<file path="src/rtl/fejkon_pcie_pkg.sv">
// Shared types for the fejkon PCIe completion generator.
// Completion header layout, status codes and FSM states.
package fejkon_pcie_pkg;

    localparam logic [2:0] FMT_CPLD = 3'b010;
    localparam logic [2:0] FMT_CPL  = 3'b000;
    localparam logic [4:0] TYPE_CPL = 5'b01010;

    typedef enum logic [2:0] {
        CPL_SC = 3'b000,
        CPL_UR = 3'b001,
        CPL_CA = 3'b100
    } cpl_status_e;

    typedef enum logic [1:0] {
        IDLE,
        RD_CMD,
        RD_WAIT,
        TX
    } cpl_state_e;

    // DW0 occupies the low 32 bits so the struct drops straight into the beat.
    typedef struct packed {
        logic [15:0] req_id;
        logic [7:0]  tag;
        logic        rsvd2;
        logic [6:0]  lower_addr;
        logic [15:0] cpl_id;
        cpl_status_e status;
        logic        bcm;
        logic [11:0] byte_count;
        logic [2:0]  fmt;
        logic [4:0]  typ;
        logic        t9;
        logic [2:0]  tc;
        logic [3:0]  rsvd0;
        logic        td;
        logic        ep;
        logic [1:0]  attr;
        logic [1:0]  at;
        logic [9:0]  length;
    } cpl_hdr_t;

    function automatic cpl_hdr_t cpl_hdr(
        input logic [2:0]  fmt,
        input cpl_status_e status,
        input logic [9:0]  length,
        input logic [15:0] cpl_id,
        input logic [15:0] req_id,
        input logic [7:0]  tag,
        input logic [2:0]  tc,
        input logic [1:0]  attr,
        input logic [11:0] byte_count,
        input logic [6:0]  lower_addr
    );
        cpl_hdr_t h;
        h            = '0;
        h.fmt        = fmt;
        h.typ        = TYPE_CPL;
        h.tc         = tc;
        h.attr       = attr;
        h.length     = length;
        h.cpl_id     = cpl_id;
        h.status     = status;
        h.byte_count = byte_count;
        h.req_id     = req_id;
        h.tag        = tag;
        h.lower_addr = lower_addr;
        return h;
    endfunction

endpackage

</file>
<file path="src/rtl/fejkon_pcie_cpl_gen_if.sv">
// Request, BAR0 Avalon-MM and tx_st signals of the completion generator.
// The slave modport is the generator side; master is its environment.
interface fejkon_pcie_cpl_gen_if;

    logic        req_valid;
    logic        req_ready;
    logic [31:0] req_addr;
    logic [15:0] req_reqid;
    logic [7:0]  req_tag;
    logic [2:0]  req_tc;
    logic [1:0]  req_attr;
    logic [3:0]  req_first_be;

    logic [31:0] bar0_mm_address;
    logic        bar0_mm_read;
    logic [31:0] bar0_mm_readdata;
    logic        bar0_mm_readdatavalid;
    logic        bar0_mm_waitrequest;

    logic [255:0] tx_st_data;
    logic         tx_st_valid;
    logic         tx_st_ready;
    logic         tx_st_startofpacket;
    logic         tx_st_endofpacket;
    logic [1:0]   tx_st_empty;
    logic         tx_st_error;

    modport slave (
        input  req_valid, req_addr, req_reqid, req_tag,
        input  req_tc, req_attr, req_first_be,
        output req_ready,
        output bar0_mm_address, bar0_mm_read,
        input  bar0_mm_readdata, bar0_mm_readdatavalid,
        input  bar0_mm_waitrequest,
        output tx_st_data, tx_st_valid,
        output tx_st_startofpacket, tx_st_endofpacket,
        output tx_st_empty, tx_st_error,
        input  tx_st_ready
    );

    modport master (
        output req_valid, req_addr, req_reqid, req_tag,
        output req_tc, req_attr, req_first_be,
        input  req_ready,
        input  bar0_mm_address, bar0_mm_read,
        output bar0_mm_readdata, bar0_mm_readdatavalid,
        output bar0_mm_waitrequest,
        input  tx_st_data, tx_st_valid,
        input  tx_st_startofpacket, tx_st_endofpacket,
        input  tx_st_empty, tx_st_error,
        output tx_st_ready
    );

endinterface

</file>
<file path="src/rtl/fejkon_pcie_cpl_be_decode.sv">
// First-DW byte-enable decode for single-dword read completions.
// Yields completion byte count and the low two lower-address bits.
module fejkon_pcie_cpl_be_decode
    import fejkon_pcie_pkg::*;
(
    input  logic [3:0]  first_be,
    output logic [11:0] byte_count,
    output logic [1:0]  lower_addr
);

    always_comb begin
        byte_count = 12'd1;
        unique case (1'b1)
            first_be[3] & first_be[0]:
                byte_count = 12'd4;
            (~first_be[3] & first_be[2] & first_be[0]) |
            (first_be[3] & first_be[1] & ~first_be[0]):
                byte_count = 12'd3;
            (first_be == 4'b0011) |
            (first_be == 4'b0110) |
            (first_be == 4'b1100):
                byte_count = 12'd2;
            default:
                byte_count = 12'd1;
        endcase
    end

    always_comb begin
        lower_addr = 2'd0;
        if (first_be[0])
            lower_addr = 2'd0;
        else if (first_be[1])
            lower_addr = 2'd1;
        else if (first_be[2])
            lower_addr = 2'd2;
        else if (first_be[3])
            lower_addr = 2'd3;
    end

endmodule

</file>
<file path="src/rtl/fejkon_pcie_cpl_gen.sv">
// BAR0 single-DW read completer: MRd request -> Avalon read -> CplD beat.
// FEJKON_CPL_TIMEOUT_EN adds a read timeout that answers with a CA Cpl.
module fejkon_pcie_cpl_gen
    import fejkon_pcie_pkg::*;
#(
    parameter logic [15:0] COMPLETER_ID   = 16'h0000,
    parameter int          TIMEOUT_CYCLES = 1024
) (
    input  logic                  clk,
    input  logic                  reset_n,
    fejkon_pcie_cpl_gen_if.slave  bus,
    output logic [15:0]           cpl_count
);

    if (TIMEOUT_CYCLES < 2 || TIMEOUT_CYCLES > 65535) begin : g_bad_tmo
        $error("TIMEOUT_CYCLES out of range 2..65535");
    end

    cpl_state_e   state;
    logic [31:0]  addr_q;
    logic [15:0]  reqid_q;
    logic [7:0]   tag_q;
    logic [2:0]   tc_q;
    logic [1:0]   attr_q;
    logic [3:0]   be_q;
    logic         rd_q;
    logic         req_ready_q;
    logic         tx_valid_q;
    logic [255:0] tx_data_q;
    logic [1:0]   tx_empty_q;

    logic [11:0]  byte_count;
    logic [1:0]   lower_idx;
    logic [6:0]   lower_addr;
    cpl_hdr_t     hdr_cpld;
    logic [255:0] beat_cpld;
    logic [1:0]   empty_cpld;
    logic         cmd_done;
    logic         data_now;

    fejkon_pcie_cpl_be_decode u_be_decode (
        .first_be   (be_q),
        .byte_count (byte_count),
        .lower_addr (lower_idx)
    );

    assign lower_addr = {addr_q[6:2], lower_idx};
    assign cmd_done   = (state == RD_CMD) && !bus.bar0_mm_waitrequest;
    assign data_now   = (cmd_done || state == RD_WAIT) &&
                        bus.bar0_mm_readdatavalid;

    assign hdr_cpld = cpl_hdr(FMT_CPLD, CPL_SC, 10'd1, COMPLETER_ID,
                              reqid_q, tag_q, tc_q, attr_q,
                              byte_count, lower_addr);

    // QW-aligned data lands in DW4 behind a pad DW; otherwise it follows DW2.
    always_comb begin
        beat_cpld       = '0;
        beat_cpld[95:0] = hdr_cpld;
        if (addr_q[2])
            beat_cpld[127:96] = bus.bar0_mm_readdata;
        else
            beat_cpld[159:128] = bus.bar0_mm_readdata;
    end

    assign empty_cpld = addr_q[2] ? 2'd2 : 2'd1;

`ifdef FEJKON_CPL_TIMEOUT_EN
    cpl_hdr_t    hdr_ca;
    logic [15:0] tmo_cnt;
    logic        tmo_hit;

    assign hdr_ca  = cpl_hdr(FMT_CPL, CPL_CA, 10'd0, COMPLETER_ID,
                             reqid_q, tag_q, tc_q, attr_q,
                             byte_count, lower_addr);
    assign tmo_hit = tmo_cnt == 16'(TIMEOUT_CYCLES - 1);
`endif

    always_ff @(posedge clk or negedge reset_n) begin
        if (!reset_n) begin
            state       <= IDLE;
            addr_q      <= '0;
            reqid_q     <= '0;
            tag_q       <= '0;
            tc_q        <= '0;
            attr_q      <= '0;
            be_q        <= '0;
            rd_q        <= 1'b0;
            req_ready_q <= 1'b0;
            tx_valid_q  <= 1'b0;
            tx_data_q   <= '0;
            tx_empty_q  <= '0;
            cpl_count   <= '0;
`ifdef FEJKON_CPL_TIMEOUT_EN
            tmo_cnt     <= '0;
`endif
        end else begin
            unique case (state)
                IDLE: begin
                    req_ready_q <= 1'b1;
                    if (bus.req_valid && req_ready_q) begin
                        addr_q      <= bus.req_addr & 32'hFFFF_FFFC;
                        reqid_q     <= bus.req_reqid;
                        tag_q       <= bus.req_tag;
                        tc_q        <= bus.req_tc;
                        attr_q      <= bus.req_attr;
                        be_q        <= bus.req_first_be;
                        req_ready_q <= 1'b0;
                        rd_q        <= 1'b1;
                        state       <= RD_CMD;
`ifdef FEJKON_CPL_TIMEOUT_EN
                        tmo_cnt     <= '0;
`endif
                    end
                end
                RD_CMD, RD_WAIT: begin
`ifdef FEJKON_CPL_TIMEOUT_EN
                    tmo_cnt <= tmo_cnt + 16'd1;
`endif
                    if (cmd_done)
                        rd_q <= 1'b0;
                    if (data_now) begin
                        tx_data_q  <= beat_cpld;
                        tx_empty_q <= empty_cpld;
                        tx_valid_q <= 1'b1;
                        state      <= TX;
                    end
`ifdef FEJKON_CPL_TIMEOUT_EN
                    else if (tmo_hit) begin
                        rd_q       <= 1'b0;
                        tx_data_q  <= {160'd0, hdr_ca};
                        tx_empty_q <= 2'd2;
                        tx_valid_q <= 1'b1;
                        state      <= TX;
                    end
`endif
                    else if (cmd_done)
                        state <= RD_WAIT;
                end
                TX: begin
                    if (bus.tx_st_ready) begin
                        tx_valid_q  <= 1'b0;
                        cpl_count   <= cpl_count + 16'd1;
                        req_ready_q <= 1'b1;
                        state       <= IDLE;
                    end
                end
                default: state <= IDLE;
            endcase
        end
    end

    assign bus.req_ready           = req_ready_q;
    assign bus.bar0_mm_address     = addr_q;
    assign bus.bar0_mm_read        = rd_q;
    assign bus.tx_st_data          = tx_data_q;
    assign bus.tx_st_valid         = tx_valid_q;
    assign bus.tx_st_startofpacket = tx_valid_q;
    assign bus.tx_st_endofpacket   = tx_valid_q;
    assign bus.tx_st_empty         = tx_empty_q;
    assign bus.tx_st_error         = 1'b0;

endmodule

</file>
<file path="src/flat_wrapper.sv">
// flat-port wrapper written by rule: the top's interface ports become plain ports
module fejkon_pcie_cpl_gen_flat import fejkon_pcie_pkg::*;
#(
    parameter logic [15:0] COMPLETER_ID   = 16'h0000,
    parameter int          TIMEOUT_CYCLES = 1024
)
  (clk, reset_n, cpl_count, bus_req_valid, bus_req_addr, bus_req_reqid, bus_req_tag, bus_req_tc, bus_req_attr, bus_req_first_be, bus_req_ready, bus_bar0_mm_address, bus_bar0_mm_read, bus_bar0_mm_readdata, bus_bar0_mm_readdatavalid, bus_bar0_mm_waitrequest, bus_tx_st_data, bus_tx_st_valid, bus_tx_st_startofpacket, bus_tx_st_endofpacket, bus_tx_st_empty, bus_tx_st_error, bus_tx_st_ready);
  fejkon_pcie_cpl_gen_if bus_i ();
  input  logic clk;
  input  logic reset_n;
  output logic [15:0] cpl_count;
  input wire logic [$bits(bus_i.req_valid)-1:0] bus_req_valid;
  input wire logic [$bits(bus_i.req_addr)-1:0] bus_req_addr;
  input wire logic [$bits(bus_i.req_reqid)-1:0] bus_req_reqid;
  input wire logic [$bits(bus_i.req_tag)-1:0] bus_req_tag;
  input wire logic [$bits(bus_i.req_tc)-1:0] bus_req_tc;
  input wire logic [$bits(bus_i.req_attr)-1:0] bus_req_attr;
  input wire logic [$bits(bus_i.req_first_be)-1:0] bus_req_first_be;
  output wire logic [$bits(bus_i.req_ready)-1:0] bus_req_ready;
  output wire logic [$bits(bus_i.bar0_mm_address)-1:0] bus_bar0_mm_address;
  output wire logic [$bits(bus_i.bar0_mm_read)-1:0] bus_bar0_mm_read;
  input wire logic [$bits(bus_i.bar0_mm_readdata)-1:0] bus_bar0_mm_readdata;
  input wire logic [$bits(bus_i.bar0_mm_readdatavalid)-1:0] bus_bar0_mm_readdatavalid;
  input wire logic [$bits(bus_i.bar0_mm_waitrequest)-1:0] bus_bar0_mm_waitrequest;
  output wire logic [$bits(bus_i.tx_st_data)-1:0] bus_tx_st_data;
  output wire logic [$bits(bus_i.tx_st_valid)-1:0] bus_tx_st_valid;
  output wire logic [$bits(bus_i.tx_st_startofpacket)-1:0] bus_tx_st_startofpacket;
  output wire logic [$bits(bus_i.tx_st_endofpacket)-1:0] bus_tx_st_endofpacket;
  output wire logic [$bits(bus_i.tx_st_empty)-1:0] bus_tx_st_empty;
  output wire logic [$bits(bus_i.tx_st_error)-1:0] bus_tx_st_error;
  input wire logic [$bits(bus_i.tx_st_ready)-1:0] bus_tx_st_ready;
  assign bus_i.req_valid = bus_req_valid;
  assign bus_i.req_addr = bus_req_addr;
  assign bus_i.req_reqid = bus_req_reqid;
  assign bus_i.req_tag = bus_req_tag;
  assign bus_i.req_tc = bus_req_tc;
  assign bus_i.req_attr = bus_req_attr;
  assign bus_i.req_first_be = bus_req_first_be;
  assign bus_req_ready = bus_i.req_ready;
  assign bus_bar0_mm_address = bus_i.bar0_mm_address;
  assign bus_bar0_mm_read = bus_i.bar0_mm_read;
  assign bus_i.bar0_mm_readdata = bus_bar0_mm_readdata;
  assign bus_i.bar0_mm_readdatavalid = bus_bar0_mm_readdatavalid;
  assign bus_i.bar0_mm_waitrequest = bus_bar0_mm_waitrequest;
  assign bus_tx_st_data = bus_i.tx_st_data;
  assign bus_tx_st_valid = bus_i.tx_st_valid;
  assign bus_tx_st_startofpacket = bus_i.tx_st_startofpacket;
  assign bus_tx_st_endofpacket = bus_i.tx_st_endofpacket;
  assign bus_tx_st_empty = bus_i.tx_st_empty;
  assign bus_tx_st_error = bus_i.tx_st_error;
  assign bus_i.tx_st_ready = bus_tx_st_ready;
  fejkon_pcie_cpl_gen #(.COMPLETER_ID(COMPLETER_ID), .TIMEOUT_CYCLES(TIMEOUT_CYCLES)) u_core (.clk(clk), .reset_n(reset_n), .bus(bus_i), .cpl_count(cpl_count));
endmodule
</file>
<file path="config.mk">
export PLATFORM = sky130hd
export DESIGN_NAME = fejkon_pcie_cpl_gen_flat
export DESIGN_NICKNAME = d
export VERILOG_FILES = /design/src/rtl/fejkon_pcie_pkg.sv /design/src/rtl/fejkon_pcie_cpl_gen_if.sv /design/src/rtl/fejkon_pcie_cpl_be_decode.sv /design/src/rtl/fejkon_pcie_cpl_gen.sv /design/src/flat_wrapper.sv
export SDC_FILE = /design/constraint.sdc
export NUM_CORES = 1
export LEC_CHECK = 0
export CAP_MARGIN = 0
export CORE_MARGIN = 8
export CORE_UTILIZATION = 42
export DETAILED_ROUTE_END_ITERATION = 8
export PLACE_DENSITY = 0.82
export SLEW_MARGIN = 40
export SYNTH_ARGS = -nofsm -noshare
export SYNTH_HDL_FRONTEND = slang
export SYNTH_SLANG_ARGS = --single-unit
</file>
<file path="constraint.sdc">
create_clock -name clk -period 2.1 [get_ports clk]
set_input_delay 0.42 -clock clk [delete_from_list [all_inputs] [get_ports clk]]
set_output_delay 0.42 -clock clk [all_outputs]
set_load 0.01 [all_outputs]
</file>
==> impl_metrics.py, run 1 <==
metrics = {
    "cts": {
        "tritoncts": "done",
        "cts.sinks": 189,
        "htree_levels": 4,
        "clock_latency_ns": 0.42,
        "holdBufCountCts": 0,
        "clockBufferDepth": 2,
        "cts_setup_buffers": 0,
        "clk_pin_slew_ns": 0.08,
        "cts_buffers": 17,
        "cts_root_buf": "clkbuf_16",
        "cts_resized": 0,
    },
    "grt": {
        "grt_pass1_wl_um": 33100,
        "overflow": 0,
        "antenna_found_initial": 0,
        "track_usage": 0.158,
        "grt_max_degree": 70,
        "grt_pass1_vias": 6002,
    },
    "status": {
        "violations": "hold timing",
        "status": "finished, violations left",
    },
    "pwr": {
        "p_comb_frac": 0.435,
        "power_switching_uw": 5480,
        "peakVddDrop_mv": 0.725,
        "power_density_nw_per_um2": 1410,
        "intPower_uw": 11200,
        "seq_power_share": 0.372,
        "clockPowerShare": 0.194,
        "p_sw_frac": 0.328,
        "p_leak_uw": 0.00548,
    },
    "worst_setup_path": {
        "max_stage_delay_ns": 0.59,
        "cp_max_fo": 7,
        "cp_slowest_cell": "clkdlybuf4s50_1",
        "cp-end-kind": "output pin",
        "startpoint_type": "register",
        "cp_top_family": "buffers and inverters",
        "worst_ep_arrival_time_ns": 1.48,
        "crit_type": "register to output pin",
        "cp_cell_sequence": "clkdlybuf4s50_1",
        "crit_buf_inv": 1,
        "cp.required_ns": 1.68,
    },
    "timing": {
        "holdWs_ns": -0.00358,
        "drv_slew": 0,
        "final_min_period_over_clock_period": 0.903,
        "hold_viol": 1,
        "setup_viol": 0,
        "fmax_mhz": 527,
        "slew_headroom": 0.591,
        "min_period_ns": 1.90,
        "worst_pin_slew_ns": 0.614,
        "fin_skew_ns": 0.0111,
        "tns_ns": 0,
        "rsz0062_at_grt": "false",
    },
    "routing": {
        "finalWirelength_um": 21300,
        "via_per_inst": 4.39,
        "drt_iter0_drc": 238,
        "firstDrtPassIters": 4,
        "route.antenna.remaining_nets": 0,
        "drcViolationCount": 0,
        "wire_per_inst_um": 16.2,
        "vias": 5791,
    },
    "die": {
        "die_h_um": 162,
        "rows": 53,
        "design.core.area_sq_um": 21000,
        "io_pins": 415,
        "initial_utilization": 0.426,
        "die-area_sq_um": 26200,
        "die_width_um": 162,
    },
    "synth": {
        "yosys_warnings": 0,
        "ys_seq_area_frac": 0.530,
        "async_flop_share": 1.00,
        "postSynthCellCount": 774,
        "ys.flop_type": "dfrtp_1",
        "avgSynthCellArea_sq_um": 11.5,
        "ys_types": 35,
        "synth_edf_count": 0,
        "syn-cell-area_sq_um": 8920,
        "synth-seq-cells": 189,
    },
    "final_layout": {
        "drive_gt1_frac": 0.153,
        "ff_latch_area_sq_um": 4730,
        "nNetsFinal": 1138,
        "insertedDiodeCount": 0,
        "multi_input_area_sq_um": 3310,
        "final_cells": 1318,
        "area_growth_pct": 32.7,
        "fillers": 1765,
    },
    "placed_design": {
        "dp.cells": 1286,
        "port-buffer-count": 260,
        "dp_hpwl_um": 16200,
        "place_congestion": 0.776,
    },
    "min_path": {
        "hold_class": "primary input to async pin",
    },
    "run": {
        "drv_cap": 0,
    },
}
cells in the mapped netlist, types with 6 or more instances:
| master | n | share of area |
|---|---|---|
| nand2b_1 | 33 | 0.023 |
| mux2_2 | 64 | 0.081 |
| nor2_1 | 8 | 0.0034 |
| buf_6 | 8 | 0.010 |
| clkbuf_1 | 12 | 0.0051 |
| o21ai_1 | 6 | 0.0034 |
| buf_4 | 164 | 0.14 |
| nand3_1 | 11 | 0.0062 |
| buf_2 | 12 | 0.0067 |
| mux2_4 | 34 | 0.057 |
| xnor2_1 | 12 | 0.012 |
| o21ai_0 | 71 | 0.040 |
| nand2_1 | 112 | 0.047 |
| dfrtp_1 | 189 | 0.53 |
placed cells by master (no fill, tap or decap), types with 12 or more instances in the layout:
| cell | count |
|---|---|
| nand2b_1 | 33 |
| buf_4 | 16 |
| mux2_2 | 64 |
| mux2_4 | 34 |
| dfrtp_1 | 188 |
| clkbuf_16 | 17 |
| conb_1 | 152 |
| xnor2_1 | 12 |
| o21ai_0 | 71 |
| clkdlybuf4s50_1 | 259 |
| nand2_1 | 112 |
stage by stage:
| step | hold slack [ns] | instance area, sq um | util | total power, uW | setup slack, ns |
|---|---|---|---|---|---|
| 4_1_cts | 0.00433 | 11800 | 0.565 | 16900 | 0.164 |
| 6_report | -0.00358 | 11800 | 0.565 | 16700 | 0.203 |
| 5_1_grt | 0.0160 | 11800 | 0.565 | 17800 | 0.130 |
| 3_3_place_gp | 0.459 | 11200 | 0.537 | 13400 | 0.0745 |
| 2_1_floorplan | 0.124 | 9480 | - | 10200 | 0.419 |
| 3_5_place_dp | 0.465 | 11200 | 0.537 | 13600 | 0.0606 |
final timing paths:
| kind | start | end | slack, ns | depth (start not counted) |
|---|---|---|---|---|
| worst min-delay path | reset_n | u_core.cpl_count[4]$_DFFE_PN0P_ | -0.004 | 1 |
| min in group clk | u_core.bus.tx_st_data[156]$_DFFE_PN0P_ | u_core.bus.tx_st_data[156]$_DFFE_PN0P_ | 0.47 | 2 |
| max in group asynchronous | reset_n | u_core.bus.tx_st_data[103]$_DFFE_PN0P_ | 1.46 | 2 |
| worst min register to register | u_core.bus.tx_st_data[156]$_DFFE_PN0P_ | u_core.bus.tx_st_data[156]$_DFFE_PN0P_ | 0.47 | 2 |
| worst max register to register | u_core.state[0]$_DFFE_PN0P_ | u_core.bus.tx_st_data[88]$_DFFE_PN0P_ | 0.26 | 5 |
| worst max-delay path | u_core.cpl_count[4]$_DFFE_PN0P_ | cpl_count[4] | 0.20 | 1 |
kinds of logic after synthesis:
logic type / after synthesis / share of synthesized area
compound gates: 91 / 0.0564
xor+xnor: 15 / 0.0147
fa+ha+maj: 5 / 0.00702
buf+inv: 201 / 0.162
flops: 189 / 0.530
mux: 98 / 0.138
other cells: 1 / 0.000421
simple gates: 174 / 0.0909
layer usage:
metal  up-vias  routed length [um]  track usage  part of all wire
met5         -                   0            0                 0
met4         0                 304       0.0412             0.014
met3        17                2010       0.0600             0.094
met2       223               10900        0.278              0.51
met1      2818                8060        0.176              0.38
li1       2733                   -            -                 -
state kept, by name, indices dropped and copies added (netlist names):
name / flops
u_core.bus.bar0_mm_read: 1
u_core.tc_q: 3
u_core.state: 2
u_core.attr_q: 2
u_core.bus.tx_st_data: 104
u_core.tag_q: 8
u_core.bus.tx_st_endofpacket: 1
u_core.bus.bar0_mm_address: 30
u_core.reqid_q: 16
u_core.cpl_count: 16
u_core.bus.tx_st_empty: 1
u_core.be_q: 4
u_core.bus.req_ready: 1
power groups by stage:
stage	Sequential, uW	Combinational [uW]	Clock (uW)
after global routing	6410	7870	3510
after detailed placement	6270	7350	0
after floorplan	6700	3480	0
after global placement	6200	7190	0
final	6200	7250	3230
after CTS	6220	7380	3340
area by class of cell:
cell class	instances	share of cell area
Sequential cell	189	0.400
Multi-Input combinational cell	535	0.280
Timing Repair Buffer	282	0.240
Tap cell	275	0.0291
Clock inverter	13	0.0123
Clock buffer	19	0.0374
Inverter	5	0.00159
Note: power is estimated with default switching activity, not from simulation.
==> run 2, diff against run 1 <==
ABC_AREA = 1   (was unset)
PLACE_DENSITY = 0.81   (was 0.82)
SYNTH_HIERARCHICAL = 1   (was unset)
==> run 2 against run 1 <==
The flow now finishes without violations. Fmax increased by 0.25%. Wire length grew 17%. Sequential cell count rose by 9. First-iteration DRC count is 100% higher. Area after synthesis increased by 3.5%. Global-route usage rose by 2.1 points.
==> impl_metrics.py, run 2 <==
metrics = {
    "final_layout": {
        "final_cells": 1625,
        "layout_commonest_cell": "nand2_1",
        "fillers": 1899,
        "multi_input_area_sq_um": 3280,
        "nNetsFinal": 1442,
        "mostFrequentLayoutCells": "508 x nand2_1, 268 x clkdlybuf4s50_1, 198 x dfrtp_1",
        "drive_gt1_frac": 0.0491,
        "area_growth_pct": 32.6,
        "largest_reg_flops": 113,
        "ff_latch_area_sq_um": 4950,
        "design_area_sq_um": 12200,
    },
    "synth": {
        "yosys_warnings": 6,
        "postSynthCellCount": 1080,
        "yosys.area.top_type": "dfrtp_1",
        "synth_area_leaders": "dfrtp_1 54%, nand2_1 21%, buf_4 14%",
        "ys_types": 32,
        "synth.most_common_cell": "nand2_1",
        "synth-seq-cells": 198,
        "syn-cell-area_sq_um": 9230,
        "avgSynthCellArea_sq_um": 8.55,
        "async_flop_share": 1.00,
        "synth_edf_count": 0,
        "netlist.area_leader.share": 0.537,
        "ys.flop_type": "dfrtp_1",
        "synth_top_cells_by_count": "508 x nand2_1, 198 x dfrtp_1, 175 x buf_4",
        "ys_seq_area_frac": 0.537,
    },
    "cts": {
        "clock_latency_ns": 0.43,
        "cts_resized": 0,
        "cts.sinks": 198,
        "cts_root_buf": "clkbuf_16",
        "clk_pin_slew_ns": 0.08,
        "tritoncts": "done",
        "htree_levels": 4,
        "clockBufferDepth": 2,
        "cts_buffers": 17,
        "cts_setup_buffers": 0,
    },
    "grt": {
        "antenna_found_initial": 3,
        "grt_pass1_vias": 7361,
        "track_usage": 0.178,
        "grt_max_degree": 60,
        "overflow": 0,
        "grt_pass1_wl_um": 38200,
    },
    "die": {
        "die_width_um": 164,
        "initial_utilization": 0.426,
        "die_h_um": 164,
        "die-area_sq_um": 27000,
        "rows": 54,
        "io_pins": 415,
        "design.core.area_sq_um": 21700,
    },
    "worst_setup_path": {
        "crit_buf_inv": 1,
        "reg2regPathDepth": 7,
        "cp_slowest_cell": "clkdlybuf4s50_1",
        "cp-end-kind": "output pin",
        "cp.required_ns": 1.68,
        "crit_cells": 1,
        "worst_ep_arrival_time_ns": 1.47,
        "max_stage_delay_ns": 0.59,
        "regToRegSetupSlack_ns": 0.42,
        "cp-startpoint": "u_core/bus.tx_st_data[30]$_DFFE_PN0P_",
        "cp_cell_sequence": "clkdlybuf4s50_1",
        "cp_top_family": "buffers and inverters",
        "crit_path_end": "bus_tx_st_data[30]",
        "r2r_start": "u_core/state[1]$_DFFE_PN0P_",
        "cp_max_fo": 5,
        "crit_type": "register to output pin",
        "startpoint_type": "register",
        "r2r-end": "u_core/bus.tx_st_data[152]$_DFFE_PN0P_",
    },
    "timing": {
        "fin_skew_ns": 0.0191,
        "final_min_period_over_clock_period": 0.901,
        "slew_headroom": 0.647,
        "min_period_ns": 1.89,
        "setup_viol": 0,
        "rsz0062_at_grt": "false",
        "setup_ws_ns": 0.208,
        "worst_pin_slew_ns": 0.529,
        "tns_ns": 0,
        "fmax_mhz": 529,
        "hold_viol": 0,
        "drv_slew": 0,
    },
    "placed_design": {
        "place_congestion": 0.810,
        "pre_cts_ws_ns": 0.201,
        "place_area_sq_um": 11700,
        "dp_hpwl_um": 18800,
        "port-buffer-count": 269,
        "dp.cells": 1594,
    },
    "routing": {
        "firstDrtPassIters": 5,
        "drt_iter0_drc": 482,
        "wire_per_inst_um": 15.4,
        "vias": 7298,
        "route.antenna.remaining_nets": 0,
        "drcViolationCount": 0,
        "via_per_inst": 4.49,
        "finalWirelength_um": 25000,
    },
    "min_path": {
        "hold_class": "register to register",
    },
    "pwr": {
        "p_total_uw": 16100,
        "peakVddDrop_mv": 0.527,
        "p_leak_uw": 0.00614,
        "power_density_nw_per_um2": 1320,
    },
    "status": {
        "status": "complete, no violations",
    },
    "run": {
        "drv_cap": 0,
    },
}
==> run 2: cell count changes after synthesis, sizes merged, moves of 9 or more <==
cell	previous run	this run
nand2b	33	0
mux2	98	0
dfrtp	189	198
nand2	112	512
inv	5	30
nor2	8	17
==> run 2: worst min-delay path by stage <==
stage,end,depth (start not counted),startpoint
after floorplan,u_core/attr_q[0]$_DFFE_PN0P_,0,reset_n
after global placement,u_core/bus.tx_st_data[150]$_DFFE_PN0P_,1,reset_n
after detailed placement,u_core/bus.tx_st_data[154]$_DFFE_PN0P_,1,reset_n
after CTS,u_core/bus.tx_st_data[82]$_DFFE_PN0P_,2,u_core/reqid_q[2]$_DFFE_PN0P_
after global routing,u_core/reqid_q[2]$_DFFE_PN0P_,2,u_core/reqid_q[2]$_DFFE_PN0P_
final,u_core/bus.tx_st_data[12]$_DFFE_PN0P_,2,u_core/attr_q[0]$_DFFE_PN0P_
==> run 2: final cells by class <==
| class | count | share of cell area |
|---|---|---|
| repair buffers | 292 | 0.245 |
| flip-flops and latches | 198 | 0.405 |
| clock inverters | 12 | 0.00930 |
| inverters | 31 | 0.00951 |
| well taps | 280 | 0.0286 |
| diodes | 1 | 0.000204 |
| multi-input cells | 794 | 0.268 |
| clock buffers | 17 | 0.0348 |
==> run 2: cell families (layout without fill, tap and decap cells) <==
kind of cell,after synthesis,count (layout),share of synthesized area
AO/OA/AOI/OAI,83,83,0.0463
XOR/XNOR,7,7,0.00664
adder cells (fa/ha/maj),5,5,0.00678
buffers and inverters,238,352,0.170
flip-flops,198,198,0.537
other,2,153,0.000813
AND/OR/NAND/NOR,547,547,0.233
==> run 2: what timing repair did <==
item	in CTS	in global routing
endpoints found under the setup margin	0	0
hold endpoints to repair	47	0
hold buffers	1	0
==> run 2: tightest hold or removal path, cell delays in order (launching register included) <==
cell and delay (ns):
dfrtp_1 0.35, nand2_1 0.05, nand2_1 0.05
==> run 2: per-layer routing <==
metal	wire, um	GRT usage
met2	12600	0.306
met4	299	0.0483
met1	9640	0.207
met5	22	0
met3	2450	0.0642
==> run 2: power breakdown <==
group          internal, uW  switching (uW)
Clock                  1550            1550
Combinational          3300            3550
Sequential             5270             903
Total                 10100            6000
==> run 2: stage by stage <==
step | utilization | hold WS (ns)
after floorplan | - | 0.124
after global placement | 0.539 | 0.447
after detailed placement | 0.539 | 0.447
after CTS | 0.564 | 0.474
after global routing | 0.564 | 0.494
final | 0.564 | 0.468
